==> config.mk <==
export PLATFORM = sky130hd
export DESIGN_NAME = ir_bus_writer
export DESIGN_NICKNAME = d
export VERILOG_FILES = /design/src/rtl/ir_bus_pkg.sv /design/src/rtl/ir_bus_fifo.sv /design/src/rtl/ir_bus_writer.sv
export SDC_FILE = /design/constraint.sdc
export NUM_CORES = 1
export LEC_CHECK = 0
export BUFFER_PORTS_ARGS = -buffer_cell sky130_fd_sc_hd__buf_2
export CORE_ASPECT_RATIO = 1.5
export CORE_UTILIZATION = 40
export DETAILED_ROUTE_END_ITERATION = 8
export HOLD_SLACK_MARGIN = 0.02
export PLACE_DENSITY_LB_ADDON = 0.08
export SETUP_SLACK_MARGIN = 0.02
export SLEW_MARGIN = 20
export SYNTH_ARGS = -nofsm -noshare
export SYNTH_HDL_FRONTEND = slang
export SYNTH_SLANG_ARGS = --single-unit
==> constraint.sdc <==
create_clock -name clk -period 3.5 [get_ports clk]
set_clock_uncertainty 0.05 [all_clocks]
set_input_delay 0.525 -clock clk [delete_from_list [all_inputs] [get_ports clk]]
set_output_delay 0.525 -clock clk [all_outputs]
set_load 0.05 [all_outputs]
==> src/rtl/ir_bus_pkg.sv <==
// Shared types and constants for the instruction/data bus writer.
package ir_bus_pkg;

    localparam int DEFAULT_WIDTH = 16;

    typedef enum logic [1:0] {
        IDLE   = 2'd0,
        SETUP  = 2'd1,
        STROBE = 2'd2,
        HOLD   = 2'd3
    } bus_state_e;

    function automatic int max3(input int a, input int b, input int c);
        int m;
        m = (a > b) ? a : b;
        return (m > c) ? m : c;
    endfunction

endpackage

==> src/rtl/ir_bus_fifo.sv <==
// Small synchronous FIFO with occupancy count and registered ready flag.
// Pointers and count reset asynchronously; the data array is not reset.
module ir_bus_fifo
    import ir_bus_pkg::*;
#(
    parameter int WIDTH = DEFAULT_WIDTH,
    parameter int DEPTH = 4
) (
    input  logic                       clk,
    input  logic                       rst_n,
    input  logic                       wr_en,
    input  logic [WIDTH-1:0]           wr_data,
    input  logic                       rd_en,
    output logic [WIDTH-1:0]           rd_data,
    output logic [$clog2(DEPTH+1)-1:0] count,
    output logic                       ready
);

    localparam int AW = $clog2(DEPTH);
    localparam int CW = $clog2(DEPTH+1);
    localparam logic [CW-1:0] FULL = CW'(DEPTH);

    logic [WIDTH-1:0] mem [DEPTH];
    logic [AW-1:0]    wr_ptr_reg;
    logic [AW-1:0]    rd_ptr_reg;
    logic [CW-1:0]    count_reg;
    logic [CW-1:0]    count_next;
    logic             ready_reg;

    always_ff @(posedge clk) begin
        if (wr_en) begin
            mem[wr_ptr_reg] <= wr_data;
        end
    end

    // Head is read straight from the array; the writer's output register
    // provides the registered stage when the word is popped.
    assign rd_data = mem[rd_ptr_reg];

    always_comb begin
        count_next = count_reg;
        case ({wr_en, rd_en})
            2'b10:   count_next = count_reg + CW'(1);
            2'b01:   count_next = count_reg - CW'(1);
            default: count_next = count_reg;
        endcase
    end

    always_ff @(posedge clk or negedge rst_n) begin
        if (!rst_n) begin
            wr_ptr_reg <= '0;
            rd_ptr_reg <= '0;
            count_reg  <= '0;
            ready_reg  <= 1'b0;
        end else begin
            if (wr_en) begin
                wr_ptr_reg <= wr_ptr_reg + AW'(1);
            end
            if (rd_en) begin
                rd_ptr_reg <= rd_ptr_reg + AW'(1);
            end
            count_reg <= count_next;
            ready_reg <= (count_next != FULL);
        end
    end

    assign count = count_reg;
    assign ready = ready_reg;

endmodule

==> src/rtl/ir_bus_writer.sv <==
// Bus-master writer: buffers upstream words, arbitrates, and drives each word
// with a setup/strobe/hold busEn sequence. Optional IR_BUS_WRITER_PARITY_EN adds busParity.
module ir_bus_writer
    import ir_bus_pkg::*;
#(
    parameter int WIDTH         = DEFAULT_WIDTH,
    parameter int DEPTH         = 4,
    parameter int SETUP_CYCLES  = 1,
    parameter int STROBE_CYCLES = 1,
    parameter int HOLD_CYCLES   = 1
) (
    input  logic                       clk,
    input  logic                       reset,
    input  logic [WIDTH-1:0]           inData,
    input  logic                       inValid,
    output logic                       inReady,
    output logic                       busReq,
    input  logic                       busGrant,
    output logic [WIDTH-1:0]           bus,
    output logic                       busOe,
    output logic                       busEn,
`ifdef IR_BUS_WRITER_PARITY_EN
    output logic                       busParity,
`endif
    output logic                       busy,
    output logic [$clog2(DEPTH+1)-1:0] count
);

    localparam int CW     = $clog2(DEPTH+1);
    localparam int PH_MAX = max3(SETUP_CYCLES, STROBE_CYCLES, HOLD_CYCLES);
    localparam int PW     = $clog2(PH_MAX+1);

    localparam logic [PW-1:0] SETUP_LAST  = PW'(SETUP_CYCLES-1);
    localparam logic [PW-1:0] STROBE_LAST = PW'(STROBE_CYCLES-1);
    localparam logic [PW-1:0] HOLD_LAST   = PW'(HOLD_CYCLES-1);
    localparam logic [PW-1:0] PH_TERM     = PW'(PH_MAX);

    bus_state_e       state_reg;
    bus_state_e       state_next;
    logic [PW-1:0]    phase_reg;
    logic [PW-1:0]    phase_next;
    logic             bus_req_reg;
    logic             bus_req_next;
    logic [WIDTH-1:0] data_reg;
    logic [WIDTH-1:0] head;
    logic [CW-1:0]    fifo_count;
    logic             fifo_ready;
    logic             push;
    logic             pop;

    assign push = inValid & fifo_ready;

    ir_bus_fifo #(
        .WIDTH (WIDTH),
        .DEPTH (DEPTH)
    ) u_fifo (
        .clk     (clk),
        .rst_n   (reset),
        .wr_en   (push),
        .wr_data (inData),
        .rd_en   (pop),
        .rd_data (head),
        .count   (fifo_count),
        .ready   (fifo_ready)
    );

    always_comb begin
        state_next = state_reg;
        phase_next = (phase_reg == PH_TERM) ? phase_reg : phase_reg + PW'(1);
        pop        = 1'b0;
        case (state_reg)
            IDLE: begin
                phase_next = '0;
                if (bus_req_reg && busGrant && (fifo_count != '0)) begin
                    state_next = SETUP;
                    pop        = 1'b1;
                end
            end
            SETUP: begin
                if (phase_reg == SETUP_LAST) begin
                    state_next = STROBE;
                    phase_next = '0;
                end
            end
            STROBE: begin
                if (phase_reg == STROBE_LAST) begin
                    state_next = HOLD;
                    phase_next = '0;
                end
            end
            HOLD: begin
                if (phase_reg == HOLD_LAST) begin
                    phase_next = '0;
                    // Grant is only consulted at word boundaries; a drop
                    // mid-transfer never cuts a word short.
                    if ((fifo_count != '0) && busGrant) begin
                        state_next = SETUP;
                        pop        = 1'b1;
                    end else begin
                        state_next = IDLE;
                    end
                end
            end
            default: begin
                state_next = IDLE;
                phase_next = '0;
            end
        endcase
        // Uses the pre-edge count so a fresh push shows up on busReq one
        // cycle later, keeping busReq purely registered.
        bus_req_next = (state_next != IDLE) || (fifo_count != '0);
    end

    always_ff @(posedge clk or negedge reset) begin
        if (!reset) begin
            state_reg   <= IDLE;
            phase_reg   <= '0;
            bus_req_reg <= 1'b0;
            data_reg    <= '0;
        end else begin
            state_reg   <= state_next;
            phase_reg   <= phase_next;
            bus_req_reg <= bus_req_next;
            if (pop) begin
                data_reg <= head;
            end
        end
    end

`ifdef IR_BUS_WRITER_PARITY_EN
    logic parity_reg;

    always_ff @(posedge clk or negedge reset) begin
        if (!reset) begin
            parity_reg <= 1'b0;
        end else if (pop) begin
            parity_reg <= ^head;
        end
    end

    assign busParity = busOe & parity_reg;
`endif

    assign busOe   = (state_reg != IDLE);
    assign busEn   = (state_reg == STROBE);
    assign bus     = {WIDTH{busOe}} & data_reg;
    assign busReq  = bus_req_reg;
    assign busy    = (state_reg != IDLE) || (fifo_count != '0);
    assign inReady = fifo_ready;
    assign count   = fifo_count;

endmodule

; After elaboration in Yosys (flattened, before gate mapping)
; Memories as Yosys holds them, arrays and structs flattened. A register that Yosys moved wholly into a read port is not among the register bits.
; Index checks and enable logic that the tools add are counted.
[word_totals]
register_bits = 12
mem_bits_rw = 64
input_bits = 20
output_inout_bits = 24
word_cells = 46
memories = 1
[mem_list]
columns = name, depth, width, read_ports, rd_ports_with_merged_regs, write_ports, line
row1 = u_fifo.mem, 4, 16, 1, 1, 1, ir_bus_fifo.sv:23  ; logic [WIDTH-1:0] mem [DEPTH];
[op_classes]
add_sub_neg = 4
eq_ne = 6
n_mux = 15
bitwise_logic = 2
n_reduce_logical = 11
[op_table]
columns = operator, n
row1 = $and 16x16->16, 1
row2 = $mux 2, 4
row3 = $pmux 2 s4, 1
row4 = $mux 1, 7
row5 = $eq 2x2->1 const B, 3
row6 = $pmux 3 s2, 1
row7 = $add 2x1->2 const B, 2
row8 = $eq 2x1->1 const B, 2
row9 = $pmux 1 s2, 2
row10 = $reduce_bool 2->1, 2
row11 = $add 3x1->3 const B, 1
row12 = $logic_and 1x1->1, 3
row13 = $ne 3x3->1 const B, 1
row14 = $reduce_bool 3->1, 1
row15 = $reduce_or 3->1, 1
row16 = $sub 3x1->3 const B, 1
row17 = $logic_not 2->1, 1
row18 = $logic_or 1x1->1, 2
row19 = $and 1x1->1, 1
row20 = $logic_not 1->1, 1

; Depth between registers and ports, before layout
; Gate-level depths: netlist of run 1.
[logic_depth]
depth_word = 8
mapped_depth = 12
ltp_nobuf = 11

; Cells and area by module
; A second synthesis of run 1 with hierarchy kept.
[unflattened]
hier_cells = 203
hier_area_um2 = 3746.1
[modules_own_cells]
columns = mod, instances, cells_each, area_each_um2, seq_area_each_um2
row1 = ir_bus_fifo, 1, 121, 2735.1, 2122.0
row2 = ir_bus_writer, 1, 82, 1011.0, 500.5

; Least setup slack after synthesis of run 1
; Ideal clock, no wire load.
[synth_path]
kind = reg2reg
startpoint = reg state_reg[0]
endpoint = reg u_fifo.ready_reg (netlist: u_fifo.ready)
setup_ns = 0.125
arrival_time_ns = 2.644
t_required_ns = 3.325
path_slack_ns = 0.681
path_stages_with_launch = 13
n_path_buf = 1
period_less_slack_ns = 2.819
cell_sequence = dfrtp_1 -> inv_1 -> ha_1 -> nand3_2 -> a211oi_4 -> buf_12 -> ha_1 -> inv_1 -> fa_1 -> xor2_1 -> nor2_1 -> xor2_1 -> nand2_1
[synth_between]
elab_chain_cells = 5
word_cells_on_any_way = 7
classes_between = eq/ne (4) / mux (2) / reduce/logical (1)
[synth_rtl]
columns = item, line
row1 = "start, declared", ir_bus_writer.sv:38  ; bus_state_e state_reg;
row2 = "start signal, assigned", ir_bus_writer.sv:121  ; state_reg <= state_next;
row3 = $eq 2x2->1 / $logic_not 2->1 (equally long branches), ir_bus_writer.sv:71  ; case (state_reg)
row4 = $pmux 1 s2 *, ir_bus_writer.sv:71
row5 = net pop, ir_bus_writer.sv:49  ; logic pop;
row6 = $eq 2x1->1 / $eq 2x2->1 (equally long branches), ir_bus_fifo.sv:42  ; case ({wr_en, rd_en})
row7 = $pmux 3 s2 *, ir_bus_fifo.sv:42
row8 = net u_fifo.count_next[2], ir_bus_fifo.sv:27  ; logic [CW-1:0] count_next;
row9 = $ne 3x3->1 *, ir_bus_fifo.sv:63  ; ready_reg <= (count_next != FULL);
row10 = "end signal, assigned", ir_bus_fifo.sv:63
row11 = "end, declared", ir_bus_fifo.sv:28  ; logic ready_reg;
; Mark *: on every way through the listed nets, which the timed path passes. The rest lies on a longest branch.
; A chain may end at the register's enable or synchronous reset.

; Worst setup path in the final report of run 1
[layout_path]
startpoint = reg state_reg[0]
endpoint = reg u_fifo.ready_reg (netlist: u_fifo.ready)
[layout_between]
elab_chain_cells = 5
word_cells_on_any_way = 7
classes_between = eq/ne (4) / mux (2) / reduce/logical (1)
[layout_rtl]
columns = item, line
row1 = $eq 2x2->1 / $logic_not 2->1 (equally long branches), ir_bus_writer.sv:71
row2 = $pmux 1 s2 *, ir_bus_writer.sv:71
row3 = $eq 2x1->1 / $eq 2x2->1 (equally long branches), ir_bus_fifo.sv:42
row4 = $pmux 3 s2 *, ir_bus_fifo.sv:42
row5 = net u_fifo.count_next[2], ir_bus_fifo.sv:27
row6 = $ne 3x3->1 *, ir_bus_fifo.sv:63
; Marked as above.

==> results.yml, run 1 <==
cts:
  postCtsHoldBufs: 0
  cts_setup_buffers: 0
  clk_pin_slew_worst_paths_ns: 0.06
  h-tree-depth: 3
  cts-resized-gates: 0
  clock_latency_ns: 0.33
  numCtsBuffers: 9
  clockBufferDepth: 2
  cts_tree: "built"
  clock_sinks: 92
  clock-root-buffer: "clkbuf_16"
power:
  power.leakage_nw: 1.72
  ir_drop_mv: 0.502
  power.density_nw_per_um2: 1000
global_route:
  grt_pass1_vias: 1966
  grt_overflow_total: 0
  antenna_found_initial: 0
  grt_max_degree: 29
  track_usage_pct: 15.1
  grt_first_pass_wirelength_mm: 10.4
synthesis:
  yosysTopAreaCell: "edfxtp_1"
  syn_inst: 201
  yosysSeqAreaShare_pct: 69.1
  synth_area_leaders: "edfxtp_1, dfrtp_1, mux4_2, ha_1, mux2_2"
  syn_area_per_cell_um2: 18.9
  ys_ff_latch: 92
  syn_nets: 232
  syn_area_um2: 3790
  yosys_warnings: 0
  ys_types: 33
  synth_top_area_share_pct: 50.6
sta:
  fin_crit_ns: 2.43
  drv_slew: 0
  post-route-period-util_pct: 69.5
  fin_tns_setup_ns: 0
  setup_slack_ns: 1.07
  worst_slew_pin_slew_ns: 1.01
  rsz0062_at_grt: "no"
  hold_viol_final: 0
  fmax_ghz: 0.411
  slew_headroom_pct: 32.6
  setup_violations: 0
placement:
  routabilityCongestion: 0.678
  io_buffers: 43
  dpl.hpwl_mm: 4.05
  dp_slack_ns: 1.05
finish:
  drive_gt1_share_pct: 40.1
  n_antenna_cell: 0
  final_common_cell: "edfxtp_1"
  nets: 283
  final_cell_mix: "edfxtp_1, buf_2, dfrtp_1"
  largest_register_ffs: 64
  areaGrowthSynthToFinish_pct: 16.3
  final_util_pct: 47.7
floorplanning:
  die_x_um: 81.5
  core_area_um2: 9250
  dieHeight_um: 121
  dieArea_um2: 9890
  initial_core_util_pct: 41.0
  num_rows: 43
  io_pins: 44
routing:
  wl_per_cell_um: 17.8
  drtIter0Drc: 84
  drc: 0
  vias: 1854
  totalWireLength_mm: 6.55
  routed_via_density: 5.02
  firstDrtPassIters: 6
  final_antenna_net_count: 0
worst_setup_path:
  endpoint: "u_fifo.ready"
  r2r_cells: 11
  end_kind: "flip-flop"
  r2r-start: "state_reg[0]"
  startpoint_type: "flip-flop"
  required_ns: 3.66
  cp-startpoint: "state_reg[0]"
  r2r-end: "u_fifo.ready"
  worst-path-max-fanout: 5
  path_class: "flip-flop to flip-flop"
  r2r_setup_slack_ns: 1.07
  cp.arrival_ns: 2.59
run:
  drv_cap: 0
worst_hold_path:
  hp-class: "input port to asynchronous set/reset pin"
outcome:
  status: "completed"
[where the power goes]
| group | internal, mW | switching (mW) | total (mW) |
|---|---|---|---|
| Combinational | 0.714 | 1.09 | 1.80 |
| Clock | 0.551 | 0.384 | 0.936 |
| Sequential | 1.49 | 0.198 | 1.68 |
[metal layers]
metal	GRT usage (%)	wire length, µm	vias up
met2	26.9	3640	32
met3	3.16	184	7
met4	6.36	85	0
met1	16.9	2640	958
met5	0	0	-
li1	-	-	857
[final cells by class]
type	instances	area, µm²
clock buffers	11	233
fillers	816	4840
repair buffers	46	238
well taps	112	140
multi-input cells	93	1090
clock inverters	5	55.1
flip-flops and latches	92	2620
inverters	10	37.5
[cells in the mapped netlist (all sizes together)]
library cell and n:
nand3 2, ha 10, xor2 3, inv 10, nor3 2, xnor2 3, o21a 1, o31a 1
a211oi 1, edfxtp 64, nor2b 9, mux2 17, nand2 4, nor2 2, buf 4, o22ai 1
mux4 16, fa 1, o21ai 1, and3 4, mux2i 2, o311a 1, nand3b 1, a211o 1
dfrtp 28, and2b 8, clkbuf 2, a21oi 2
[worst min path at each step]
stage,from,end,slack [ns],cells past startpoint
after floorplan,reset,busReq,0.18,0
after global placement,data_reg[13],data_reg[13],0.43,1
after detailed placement,data_reg[7],data_reg[7],0.44,1
after CTS,reset,data_reg[8],0.21,1
after global routing,reset,data_reg[8],0.25,1
final,reset,u_fifo.count[0],0.18,1
[kinds of logic after synthesis]
| group | Yosys count | share of synthesized area [%] |
|---|---|---|
| buf+inv | 16 | 2.28 |
| fa+ha+maj | 11 | 3.82 |
| simple gates | 32 | 5.64 |
| xor+xnor | 6 | 1.39 |
| mux | 35 | 15.8 |
| flops | 92 | 69.1 |
| compound gates | 9 | 2.01 |
[per-stage QoR]
stage               power [mW]  instances  cell area, µm²  hold WS (ns)
detailed placement        3.56        353            4120         0.439
floorplan                 3.15        201            3790         0.179
CTS                       4.50        369            4410         0.207
global route              4.67        369            4410         0.255
finish                    4.42        369            4410         0.180
global placement          3.55        353            4120         0.432
[worst max-delay path, stage by stage, from the launching register on]
cell and delay [ns]:
dfrtp_1 0.42, inv_1 0.12, ha_1 0.19, nand3_2 0.10, a211oi_4 0.27, ha_1 0.22
inv_1 0.06, fa_1 0.37, xor2_1 0.15, nor2_1 0.11, xor2_1 0.19, nand2_1 0.08
No activity file was read; power rests on OpenSTA's default activity.
==> run 2, diff against run 1 <==
clock period = 2.3 ns   (was 3.5 ns; I/O delays follow)
==> run 2 against run 1 <==
  * Non-clock buffer count is 13 higher
  * Die area unchanged
  * Total power increased by 56%
  * Setup slack got worse by 1.0 ns
  * Cell count is 3.5% higher
  * Via count rose by 2.2%
  * Maximum frequency is 7.8% higher
  * Sequential share of layout area is 1.6 points lower
  * Cell area grew 2.9%
  * Clock-buffer cell count is the same
  * Wire length grew 3.6%
  * Sequential cell count unchanged
  * Critical endpoint unchanged
  * Highest routed layer unchanged
==> results.yml, run 2 (same netlist as run 1, synthesis figures left out) <==
outcome:
  status: "completed"
worst_hold_path:
  hp-class: "input port to asynchronous set/reset pin"
cts:
  clock_latency_ns: 0.33
  clk_pin_slew_worst_paths_ns: 0.06
  h-tree-depth: 3
  clock_sinks: 92
  numCtsBuffers: 9
  clockBufferDepth: 2
  clock-root-buffer: "clkbuf_16"
  cts_tree: "built"
  postCtsHoldBufs: 0
finish:
  final_common_cell: "edfxtp_1"
  areaGrowthSynthToFinish_pct: 19.7
  area.sequential_um2: 2630
  multi_input_area_um2: 1120
  n_antenna_cell: 0
  largest_register_ffs: 64
  final_util_pct: 49.1
  drive_gt1_share_pct: 46.7
  n_fill_cell: 821
  finalInstanceArea_um2: 4540
  final_cell_mix: "edfxtp_1, buf_2, dfrtp_1"
  nets: 296
sta:
  fin_crit_ns: 2.25
  hold_viol_final: 0
  setup_violations: 0
  worst_slew_pin_slew_ns: 0.705
  holdWs_ns: 0.0106
  drv_slew: 0
  rsz0062_at_grt: "yes"
  fmax_ghz: 0.443
  slew_headroom_pct: 53.0
  post-route-period-util_pct: 98.0
worst_setup_path:
  end_kind: "flip-flop"
  cp.arrival_ns: 2.42
  startpoint_type: "flip-flop"
  required_ns: 2.47
  path_class: "flip-flop to flip-flop"
  r2r_cells: 10
  r2r_setup_slack_ns: 0.05
  worst-path-max-fanout: 3
power:
  power.leakage_nw: 1.78
  power.density_nw_per_um2: 1520
  ir_drop_mv: 0.983
run:
  drv_cap: 0
floorplanning:
  die_x_um: 81.5
  initial_core_util_pct: 41.0
  dieArea_um2: 9890
  dieHeight_um: 121
  core_area_um2: 9250
  io_pins: 44
  num_rows: 43
global_route:
  grt_first_pass_wirelength_mm: 10.5
  antenna_found_initial: 0
  grt_pass1_vias: 1948
  grt_overflow_total: 0
  track_usage_pct: 15.5
  grt_max_degree: 29
routing:
  final_antenna_net_count: 0
  firstDrtPassIters: 4
  totalWireLength_mm: 6.78
  drc: 0
  routed_via_density: 4.96
  wl_per_cell_um: 17.8
  vias: 1894
  drtIter0Drc: 83
placement:
  io_buffers: 43
  dpl.hpwl_mm: 4.17
  place_area_um2: 4240
  routabilityCongestion: 0.712
-- run 2: cell types whose count changed in the layout (fill, tap and decap cells not counted), moves of 2 or more --
cell,before,now
buf_4,3,16
dfrtp_1,28,24
dfrtp_2,0,4
ha_1,10,7
inv_1,10,7
inv_2,0,3
ha_4,0,2
-- run 2: timing repair --
item                       CTS  global route
buffers inserted             0             2
setup endpoints to repair    1             2
hold endpoints to repair     0             0
gates resized for setup      0             0
pin swaps                    1             6
-- run 2: power breakdown --
part | switching, mW | internal (mW) | leakage, nW
registers | 0.237 | 2.26 | 0.912
logic | 1.78 | 1.22 | 0.734
clock network | 0.580 | 0.835 | 0.131
total | 2.60 | 4.32 | 1.78
-- run 2: per-stage QoR --
stage	setup WS, ns	setup TNS [ns]	instances	power (mW)
3_3_place_gp	0.0524	0	364	5.56
3_5_place_dp	0.0315	0	364	5.58
2_1_floorplan	-0.284	-0.532	201	4.86
4_1_cts	0.0300	0	380	7.01
5_1_grt	-0.0979	-0.0979	382	7.31
6_report	0.0451	0	382	6.91
-- run 2: area by class of cell --
| class | count | share of cell area (%) |
|---|---|---|
| Sequential cell | 92 | 57.9 |
| Multi-Input combinational cell | 93 | 24.6 |
| Inverter | 10 | 0.826 |
| Clock buffer | 11 | 5.12 |
| Tap cell | 112 | 3.09 |
| Timing Repair Buffer | 59 | 7.38 |
| Clock inverter | 5 | 1.16 |
-- run 2: worst paths after layout --
check	from	to
setup / recovery	state_reg[1]	u_fifo.ready
hold reg to reg	data_reg[15]	data_reg[15]
setup reg to reg	state_reg[1]	u_fifo.ready
min in group clk	inData[6]	u_fifo.mem[1][6]
max in group asynchronous	reset	busReq
hold / removal	reset	u_fifo.count[2]
-- run 2: worst max-delay path, cell delays in order, from the launching register on --
cell and delay [ns]:
dfrtp_1 0.39, ha_2 0.20, nand3b_1 0.14, a211oi_4 0.34, ha_4 0.18, inv_2 0.03
fa_2 0.32, xor2_1 0.14, nor2_1 0.11, xor2_1 0.18, nand2_1 0.07
-- run 2: routing by layer --
layer,vias to the layer above,wire (µm),share of wire (%),track usage (%)
li1,883,-,-,-
met1,965,2830,42,18.1
met2,37,3650,54,26.6
met3,9,206,3.0,3.16
met4,0,102,1.5,7.03
met5,-,0,0,0
==> run 3, diff against run 2 <==
CTS_BUF_LIST = sky130_fd_sc_hd__clkbuf_16   (was unset)
==> run 3 against run 2 <==
  * Critical path type unchanged
  * Largest power group unchanged
  * Cell area did not move
  * Worst hold slack hardly changed
  * Non-clock buffer count did not move
  * Setup slack about the same
  * Clock power about the same
  * Maximum frequency about the same
  * Clock-buffer cell count is 2 lower
  * Critical path depth did not move
  * Sequential cell count unchanged
  * Via count hardly changed
==> results.yml, run 3 (same netlist as run 1, synthesis figures left out) <==
floorplanning:
  dieHeight_um: 121
  initial_core_util_pct: 41.0
  core_area_um2: 9250
  io_pins: 44
  die_x_um: 81.5
  num_rows: 43
  dieArea_um2: 9890
finish:
  areaGrowthSynthToFinish_pct: 19.7
  finalInstanceArea_um2: 4540
  final_cell_mix: "edfxtp_1, buf_2, dfrtp_1"
  n_fill_cell: 821
  final_util_pct: 49.1
  largest_register_ffs: 64
  final_common_cell: "edfxtp_1"
  instances_no_fill: 382
  n_antenna_cell: 0
  drive_gt1_share_pct: 46.7
  nets: 296
power:
  ir_drop_mv: 0.982
  power.density_nw_per_um2: 1520
  p_sw_mw: 2.60
  seqPwrFrac_pct: 36.2
  p_comb_share_pct: 43.4
  power.leakage_nw: 1.78
  p_int_mw: 4.31
  switching_share_pct: 37.6
  clkPwrFrac_pct: 20.4
cts:
  cts-resized-gates: 0
  h-tree-depth: 3
  clock-root-buffer: "clkbuf_16"
  clock_sinks: 92
  postCtsHoldBufs: 0
  clock_latency_ns: 0.33
  clockBufferDepth: 2
  clk_pin_slew_worst_paths_ns: 0.06
  cts_tree: "built"
  numCtsBuffers: 9
global_route:
  grt_pass1_vias: 1948
  use_met2_pct: 26.6
  track_usage_pct: 15.5
  use_met1_pct: 18.1
  antenna_found_initial: 0
  met3_usage_pct: 3.16
  grt_overflow_total: 0
  grt_max_degree: 29
  grt_first_pass_wirelength_mm: 10.5
  top_usage_layer: "met2"
sta:
  setup_violations: 0
  fin_crit_ns: 2.25
  rsz0062_at_grt: "yes"
  hold_viol_final: 0
  fmax_ghz: 0.443
  drv_slew: 0
  worst_slew_pin_slew_ns: 0.705
  post-route-period-util_pct: 98.0
  slew_headroom_pct: 53.0
worst_setup_path:
  r2r-start: "state_reg[1]"
  worstPathCellList: "ha_2, nand3b_1, a211oi_4, ha_4, inv_2, fa_2, xor2_1, nor2_1, xor2_1, nand2_1"
  worst-path-max-fanout: 3
  crit_top_cell: "xor2_1"
  crit_slowest_cell: "dfrtp_1"
  slowest_delay_ns: 0.39
  required_ns: 2.47
  r2r_setup_slack_ns: 0.05
  r2r-end: "u_fifo.ready"
  cp.arrival_ns: 2.42
  startpoint_type: "flip-flop"
  end_kind: "flip-flop"
  path_class: "flip-flop to flip-flop"
  r2r_cells: 10
routing:
  drc: 0
  firstDrtPassIters: 4
  routed_via_density: 4.96
  vias: 1893
  totalWireLength_mm: 6.79
  drtIter0Drc: 83
  wl_per_cell_um: 17.8
  final_antenna_net_count: 0
outcome:
  status: "completed"
placement:
  place_area_um2: 4240
  dpl.hpwl_mm: 4.17
  io_buffers: 43
  place_inst: 364
  routabilityCongestion: 0.712
worst_hold_path:
  hp-class: "input port to asynchronous set/reset pin"
run:
  drv_cap: 0
run 3: changes by cell type in the layout (fill, tap and decap cells not counted), sizes merged:
| cell | previous run | this run |
|---|---|---|
| clkbuf | 11 | 9 |
| inv | 10 | 12 |
run 3: worst max path at each step:
| stage | startpoint | to | slack (ns) | depth (start not counted) |
|---|---|---|---|---|
| 2_1_floorplan | state_reg[0] | u_fifo.ready | -0.28 | 11 |
| 3_3_place_gp | state_reg[1] | u_fifo.ready | 0.05 | 10 |
| 3_5_place_dp | state_reg[1] | u_fifo.ready | 0.03 | 10 |
| 4_1_cts | state_reg[1] | u_fifo.ready | 0.03 | 11 |
| 5_1_grt | state_reg[1] | u_fifo.ready | -0.1 | 10 |
| 6_report | state_reg[1] | u_fifo.ready | 0.05 | 10 |
run 3: metal layers:
layer	wire (µm)	share of wire, %
met5	0	0
met4	102	1.5
met3	206	3.0
met2	3660	54
met1	2830	42
run 3: through the flow:
| stage | setup slack [ns] | total power, mW | setup TNS (ns) | hold WS (ns) |
|---|---|---|---|---|
| 3_5_place_dp | 0.0315 | 5.58 | 0 | 0.407 |
| 5_1_grt | -0.0979 | 7.30 | -0.0979 | 0.0570 |
| 6_report | 0.0450 | 6.91 | 0 | 0.0107 |
| 4_1_cts | 0.0300 | 7.00 | 0 | 0.0352 |
| 2_1_floorplan | -0.284 | 4.86 | -0.532 | -0.000591 |
| 3_3_place_gp | 0.0524 | 5.56 | 0 | 0.392 |
run 3: timing repair:
item                                    in CTS  in global routing
endpoints found under the setup margin       1                  2
buffers inserted                             0                  2
pin swaps                                    1                  6
run 3: power by group through the flow:
stage / clock network [mW] / registers, mW / logic [mW]
6_report: 1.41 / 2.50 / 3.00
4_1_cts: 1.45 / 2.51 / 3.04
3_3_place_gp: 0 / 2.53 / 3.03
3_5_place_dp: 0 / 2.54 / 3.04
2_1_floorplan: 0 / 2.56 / 2.30
5_1_grt: 1.50 / 2.55 / 3.24
run 3: area by class of cell:
type	instances	area, µm²	area share (%)
clock inverters	7	60.1	1.32
inverters	10	37.5	0.826
clock buffers	9	225	4.96
flip-flops and latches	92	2630	57.9
multi-input cells	93	1120	24.6
well taps	112	140	3.09
repair buffers	59	335	7.38
run 3: worst max-delay path, delay by kind of cell, from the launching register on:
family | cells | cell delay [ns]
fa+ha+maj | 3 | 0.70
flops | 1 | 0.39
compound gates | 1 | 0.34
simple gates | 3 | 0.32
xor+xnor | 2 | 0.32
buf+inv | 1 | 0.03
